--- config.mk ---
export PLATFORM = sky130hd
export DESIGN_NAME = fifo_sym_packer_flat
export DESIGN_NICKNAME = d
export VERILOG_FILES = /design/src/rtl/fifo_pkg.sv /design/src/rtl/fifo_sym_packer_if.sv /design/src/rtl/fifo_sym_packer.sv /design/src/flat_wrapper.sv
export SDC_FILE = /design/constraint.sdc
export NUM_CORES = 1
export LEC_CHECK = 0
export CAP_MARGIN = 0
export CORE_UTILIZATION = 45
export DETAILED_ROUTE_END_ITERATION = 10
export GPL_TIMING_DRIVEN = 0
export PLACE_DENSITY = 0.67
export SYNTH_ARGS = -nofsm -noshare
export SYNTH_HDL_FRONTEND = slang
export SYNTH_SLANG_ARGS = --single-unit
--- constraint.sdc ---
create_clock -name clk -period 5.6 [get_ports clk]
set_clock_uncertainty 0.2 [all_clocks]
set_input_delay 1.12 -clock clk [delete_from_list [all_inputs] [get_ports clk]]
set_output_delay 1.12 -clock clk [all_outputs]
set_load 0.1 [all_outputs]
--- src/rtl/fifo_pkg.sv ---
// Shared constants, state type and sizing helper for the symbol packer.
package fifo_pkg;

  localparam int unsigned SYM_W_DEF = 2;
  localparam int unsigned N_SYM_DEF = 4;

  typedef enum logic [0:0] {
    FILL,
    HOLD
  } packer_state_t;

  // Width needed to hold a symbol count in the range 0..n.
  function automatic int unsigned cnt_width(input int unsigned n);
    return $clog2(n + 1);
  endfunction

endpackage

--- src/rtl/fifo_sym_packer_if.sv ---
// FIFO read port plus packed-word valid/ready output, bundled for the packer.
interface fifo_sym_packer_if
  import fifo_pkg::*;
#(
  parameter int unsigned SYM_W = SYM_W_DEF,
  parameter int unsigned N_SYM = N_SYM_DEF
);

  localparam int unsigned WORD_W = SYM_W * N_SYM;
  localparam int unsigned CNT_W  = cnt_width(N_SYM);

  logic              fifo_empty;
  logic [SYM_W-1:0]  fifo_rd_data;
  logic              fifo_rd_e;
  logic              flush;
  logic              out_valid;
  logic              out_ready;
  logic [WORD_W-1:0] out_data;
  logic [CNT_W-1:0]  out_cnt;

  // Packer side.
  modport master (
    input  fifo_empty,
    input  fifo_rd_data,
    input  flush,
    input  out_ready,
    output fifo_rd_e,
    output out_valid,
    output out_data,
    output out_cnt
  );

  // FIFO / downstream side.
  modport slave (
    output fifo_empty,
    output fifo_rd_data,
    output flush,
    output out_ready,
    input  fifo_rd_e,
    input  out_valid,
    input  out_data,
    input  out_cnt
  );

endinterface

--- src/rtl/fifo_sym_packer.sv ---
// Pops narrow symbols from a FIFO and packs N_SYM of them per output word;
// flush emits a partial word tagged with its symbol count.
module fifo_sym_packer
  import fifo_pkg::*;
#(
  parameter int unsigned SYM_W = SYM_W_DEF,
  parameter int unsigned N_SYM = N_SYM_DEF
) (
  input  logic               clk,
  input  logic               rst_n,
  fifo_sym_packer_if.master  bus
);

  localparam int unsigned WORD_W = SYM_W * N_SYM;
  localparam int unsigned CNT_W  = cnt_width(N_SYM);

  packer_state_t     state_q, state_d;
  logic [CNT_W-1:0]  cnt_q, cnt_d;
  logic [WORD_W-1:0] asm_q, asm_d;
  logic              out_valid_q, out_valid_d;
  logic [WORD_W-1:0] out_data_q, out_data_d;
  logic [CNT_W-1:0]  out_cnt_q, out_cnt_d;

  logic              pop;
  logic [CNT_W-1:0]  cnt_nxt;
  logic [WORD_W-1:0] asm_nxt;
  logic [SYM_W-1:0]  rd_data;

  assign rd_data = bus.fifo_rd_data;

  // Pop decision, symbol insertion and FILL/HOLD next-state logic.
  always_comb begin
    state_d     = state_q;
    cnt_d       = cnt_q;
    asm_d       = asm_q;
    out_valid_d = out_valid_q;
    out_data_d  = out_data_q;
    out_cnt_d   = out_cnt_q;
    asm_nxt     = asm_q;
    cnt_nxt     = cnt_q;

    // Gated by rst_n so no pop is requested while the block is held in reset.
    pop = rst_n && (state_q == FILL) && !bus.fifo_empty;

    if (pop) begin
      for (int unsigned i = 0; i < N_SYM; i++) begin
        if (cnt_q == CNT_W'(i)) begin
          asm_nxt[i*SYM_W +: SYM_W] = rd_data;
        end
      end
      cnt_nxt = cnt_q + CNT_W'(1);
    end

    case (state_q)
      FILL: begin
        asm_d = asm_nxt;
        cnt_d = cnt_nxt;
        // Full word, or flush with at least one symbol (including this cycle's pop).
        if ((pop && (cnt_nxt == CNT_W'(N_SYM))) || (bus.flush && (cnt_nxt != '0))) begin
          out_data_d  = asm_nxt;
          out_cnt_d   = cnt_nxt;
          out_valid_d = 1'b1;
          cnt_d       = '0;
          asm_d       = '0;
          state_d     = HOLD;
        end
      end
      HOLD: begin
        if (bus.out_ready) begin
          out_valid_d = 1'b0;
          state_d     = FILL;
        end
      end
      default: state_d = FILL;
    endcase
  end

  // State, assembly and registered output flops.
  always_ff @(posedge clk or negedge rst_n) begin
    if (!rst_n) begin
      state_q     <= FILL;
      cnt_q       <= '0;
      asm_q       <= '0;
      out_valid_q <= 1'b0;
      out_data_q  <= '0;
      out_cnt_q   <= '0;
    end else begin
      state_q     <= state_d;
      cnt_q       <= cnt_d;
      asm_q       <= asm_d;
      out_valid_q <= out_valid_d;
      out_data_q  <= out_data_d;
      out_cnt_q   <= out_cnt_d;
    end
  end

  assign bus.fifo_rd_e = pop;
  assign bus.out_valid = out_valid_q;
  assign bus.out_data  = out_data_q;
  assign bus.out_cnt   = out_cnt_q;

endmodule

--- src/flat_wrapper.sv ---
// flat-port wrapper written by rule: the top's interface ports become plain ports
module fifo_sym_packer_flat import fifo_pkg::*;
#(
  parameter int unsigned SYM_W = SYM_W_DEF,
  parameter int unsigned N_SYM = N_SYM_DEF
)
  (clk, rst_n, bus_fifo_empty, bus_fifo_rd_data, bus_flush, bus_out_ready, bus_fifo_rd_e, bus_out_valid, bus_out_data, bus_out_cnt);
  fifo_sym_packer_if #(.SYM_W(SYM_W), .N_SYM(N_SYM)) bus_i ();
  input  logic clk;
  input  logic rst_n;
  input wire logic [$bits(bus_i.fifo_empty)-1:0] bus_fifo_empty;
  input wire logic [$bits(bus_i.fifo_rd_data)-1:0] bus_fifo_rd_data;
  input wire logic [$bits(bus_i.flush)-1:0] bus_flush;
  input wire logic [$bits(bus_i.out_ready)-1:0] bus_out_ready;
  output wire logic [$bits(bus_i.fifo_rd_e)-1:0] bus_fifo_rd_e;
  output wire logic [$bits(bus_i.out_valid)-1:0] bus_out_valid;
  output wire logic [$bits(bus_i.out_data)-1:0] bus_out_data;
  output wire logic [$bits(bus_i.out_cnt)-1:0] bus_out_cnt;
  assign bus_i.fifo_empty = bus_fifo_empty;
  assign bus_i.fifo_rd_data = bus_fifo_rd_data;
  assign bus_i.flush = bus_flush;
  assign bus_i.out_ready = bus_out_ready;
  assign bus_fifo_rd_e = bus_i.fifo_rd_e;
  assign bus_out_valid = bus_i.out_valid;
  assign bus_out_data = bus_i.out_data;
  assign bus_out_cnt = bus_i.out_cnt;
  fifo_sym_packer #(.SYM_W(SYM_W), .N_SYM(N_SYM)) u_core (.clk(clk), .rst_n(rst_n), .bus(bus_i));
endmodule
==> impl_results.md <==
- First-pass GRT wire length: 4.53 mm
- Die Y: 57.1 um
- Post-Syn Area: 0.00137 sq mm
- NumNets Final: 152
- # clock sinks: 24
- Compound-Gate Fraction of Synth Area: 16.2%
- Type of the worst min-delay path: reg2reg
- Register area share after synthesis: 44.0%
- EDFF count, synth: 0
- Ys async rst share: 100%
- Drt drc: 10
- H-tree depth: 1
- Total setup buffers inserted after CTS: 0
- Cell count after synthesis: 116
- Fillers: 264
- Root Driver: clkbuf_4
- Syn. warnings: 0
- Simple-gate share of the synthesized area: 11.8%
- Slowest cell on crit path: clkdlybuf4s50_1
- Diode count: 0
- FF+latch count, synth: 24
- Clk pin slew, worst setup/hold paths: 0.13 ns
- Worst EP arrival: 3.78 ns
- Syn Nets: 128
- Critical path fanouts, max: 26
- Vias per Instance: 5.70
- Period minus WS final: 5.10 ns
- Setup violations, final: 0
- Startpoint Class: input port
- Leak pwr: 0.712 nW
- DRT iter0 DRCs: 41
- Max Cap Viol: 0
- Slew HR: 24.0%
- Area Growth Syn to Fin: 19.6%
- Pin count of the biggest net entering global routing: 27
- Post-synthesis mux area share: 19.0%
- Post-synth top cells: dfrtp_1, nand2_1, mux2_2
- Total congestion overflow: 0
- Die Wd: 57.1 um
- Drt pass-1 iters: 7
- Crit Path Class: in2out
- CTS tree: built
- Multi-input logic area: 713 sq um
- Antenna Violating Nets Remaining: 0
- CP Cell Sequence: dlymetal6s2s_1 -> or3b_1 -> buf_4 -> inv_4 -> clkdlybuf4s50_1
- Violations in the final reports: DRC
- Initial antenna violation count: 0
- RSZ-0062 raised after global routing: false
- Fin crit share: 91.1%
- Final GP Congestion: 0.878
- CP required: 4.28 ns
- PD cells: 582 mW/mm^2
- Mean Syn Cell Area: 11.8 sq um
- Final WL: 2.55 mm
- CORE AREA: 0.00281 sq mm
- Post-synth top area share: 44.0%
- Adder-cell area share of the yosys netlist: 4.58%
- Vias in the first global route: 982
- Count of cell types in the netlist: 32
- Port Buffers: 19
- Reg area: 601 sq um
- Routed WL per cell: 15.0 um
- Fmax: 0.196 GHz
- CP max stage delay: 1.13 ns
- Predominant post-synthesis flop cell: dfrtp_1
- Vias post-DR: 969
- Post-DP HPWL: 1.76 mm
- Clk_lat worst skew: 0.31 ns
- Worst setup EP type: output pin
- I/O pin cnt: 20
- Post-Place Cell Area: 0.00159 sq mm
- Pins Over Slew Limit: 0
- Longest Clk Path Bufs: 2
- Number of placement rows: 19
- Final Cell Area: 0.00163 sq mm
- Max VDD drop: 0.299 mV
- Largest family of logic cells by synthesized area: multiplexers
- CP delay by family, top: buffers and inverters
- Layout cells sized above 1: 22.3%
- Initial Utilization: 48.7%
- Final hold violations: 0
- CTS Buf Count: 3
- Leading area contributor after synthesis: dfrtp_1
- Top area cells in the synthesized netlist: dfrtp_1, mux2_4, mux2_2
- Worst path bufs/invs: 4
- Status: finished with violations
- Post-Synth XOR/XNOR Area: 0.642%
- Setup TNS: 0 ns
- Cell with the most instances after synthesis: dfrtp_1
- Measured slew at the worst slew-check pin: 1.14 ns
- Total track usage: 17.9%
- Die area: 0.00326 sq mm
-- state kept, by name, summed over array words and instances (netlist names) --
register / count
u_core.bus.out_valid: 1
u_core.bus.out_data: 8
u_core.bus.out_cnt: 3
u_core.cnt_q: 3
u_core.asm_q: 8
u_core.state_q: 1
-- layer usage --
| metal | vias to the layer above | track usage, % | wire length [um] | part of all wire, % |
|---|---|---|---|---|
| met4 | 0 | 7.32 | 16 | 0.63 |
| met1 | 472 | 26.3 | 1330 | 52 |
| li1 | 472 | - | - | - |
| met3 | 2 | 2.04 | 78 | 3.1 |
| met2 | 23 | 26.9 | 1130 | 44 |
| met5 | - | 0 | 0 | 0 |
-- repair_timing --
action | in CTS | in global routing
hold buffers | 0 | 0
resized for setup | 0 | 1
endpoints found under the setup margin | 0 | 1
-- worst reg2reg max path, delay by kind of cell (launching register included) --
family                   cells  cell delay, ns
buffers and inverters        1            0.22
multiplexers                 1            0.32
AO/OA/AOI/OAI                1            0.14
AND/OR/NAND/NOR              2            0.69
flip-flops                   1            0.50
adder cells (fa/ha/maj)      2            0.58
-- cell usage in the layout (no fill, tap or decap), drive strengths merged, types with 2 or more instances in the layout --
cell           instances
dfrtp                 24
mux2                  20
nand2                 18
clkdlybuf4s50         18
inv                    7
o2111ai                6
o211ai                 6
ha                     5
clkbuf                 5
a22o                   4
nor2                   3
o21ai                  3
buf                    2
a211oi                 2
-- cells by family after synthesis --
logic type,after synthesis
AOI/OAI and AO/OA,27
xor gates and xnor gates,1
adders and majority gates,5
buffers and inverters,10
DFF,24
muxes,20
and+or+nand+nor,29
-- worst paths after layout --
check	start	to	slack (ns)	cells past startpoint
max in group asynchronous	rst_n	u_core.asm_q[5]$_DFFE_PN0N_	3.72	1
worst max-delay path	rst_n	bus_fifo_rd_e	0.50	5
worst max register to register	u_core.cnt_q[0]$_DFFE_PN0N_	u_core.bus.out_cnt[1]$_DFFE_PN0P_	2.85	7
min in group asynchronous	rst_n	u_core.bus.out_data[1]$_DFFE_PN0P_	0.81	1
worst min register to register	u_core.asm_q[6]$_DFFE_PN0N_	u_core.asm_q[6]$_DFFE_PN0N_	0.32	1
worst min-delay path	u_core.asm_q[6]$_DFFE_PN0N_	u_core.asm_q[6]$_DFFE_PN0N_	0.32	1
-- layout make-up --
cell class                 count  area share, %
timing repair buffer          19           11.8
buffer                         3           1.38
clock buffer                   4           2.22
sequential                    24           36.8
tap                           31           2.38
multi-input combinational     82           43.7
inverter                       7           1.76
-- through the flow --
stage	instances	utilization [%]	hold WS, ns	setup WS, ns	total power [mW]
after floorplan	116	-	0.261	2.39	0.740
after global placement	166	56.8	0.282	0.0425	0.856
after detailed placement	166	56.8	0.286	0.0318	0.863
after CTS	170	58.1	0.324	0.0233	0.957
after global routing	170	58.2	0.338	0.232	1.00
final	170	58.2	0.324	0.496	0.950
-- where the power goes --
part | total, mW | internal (mW) | switching, mW
Sequential | 0.282 | 0.234 | 0.0474
Combinational | 0.576 | 0.194 | 0.381
Clock | 0.0925 | 0.0397 | 0.0528
Total | 0.950 | 0.468 | 0.481
No activity file was read; power rests on OpenSTA's default activity.
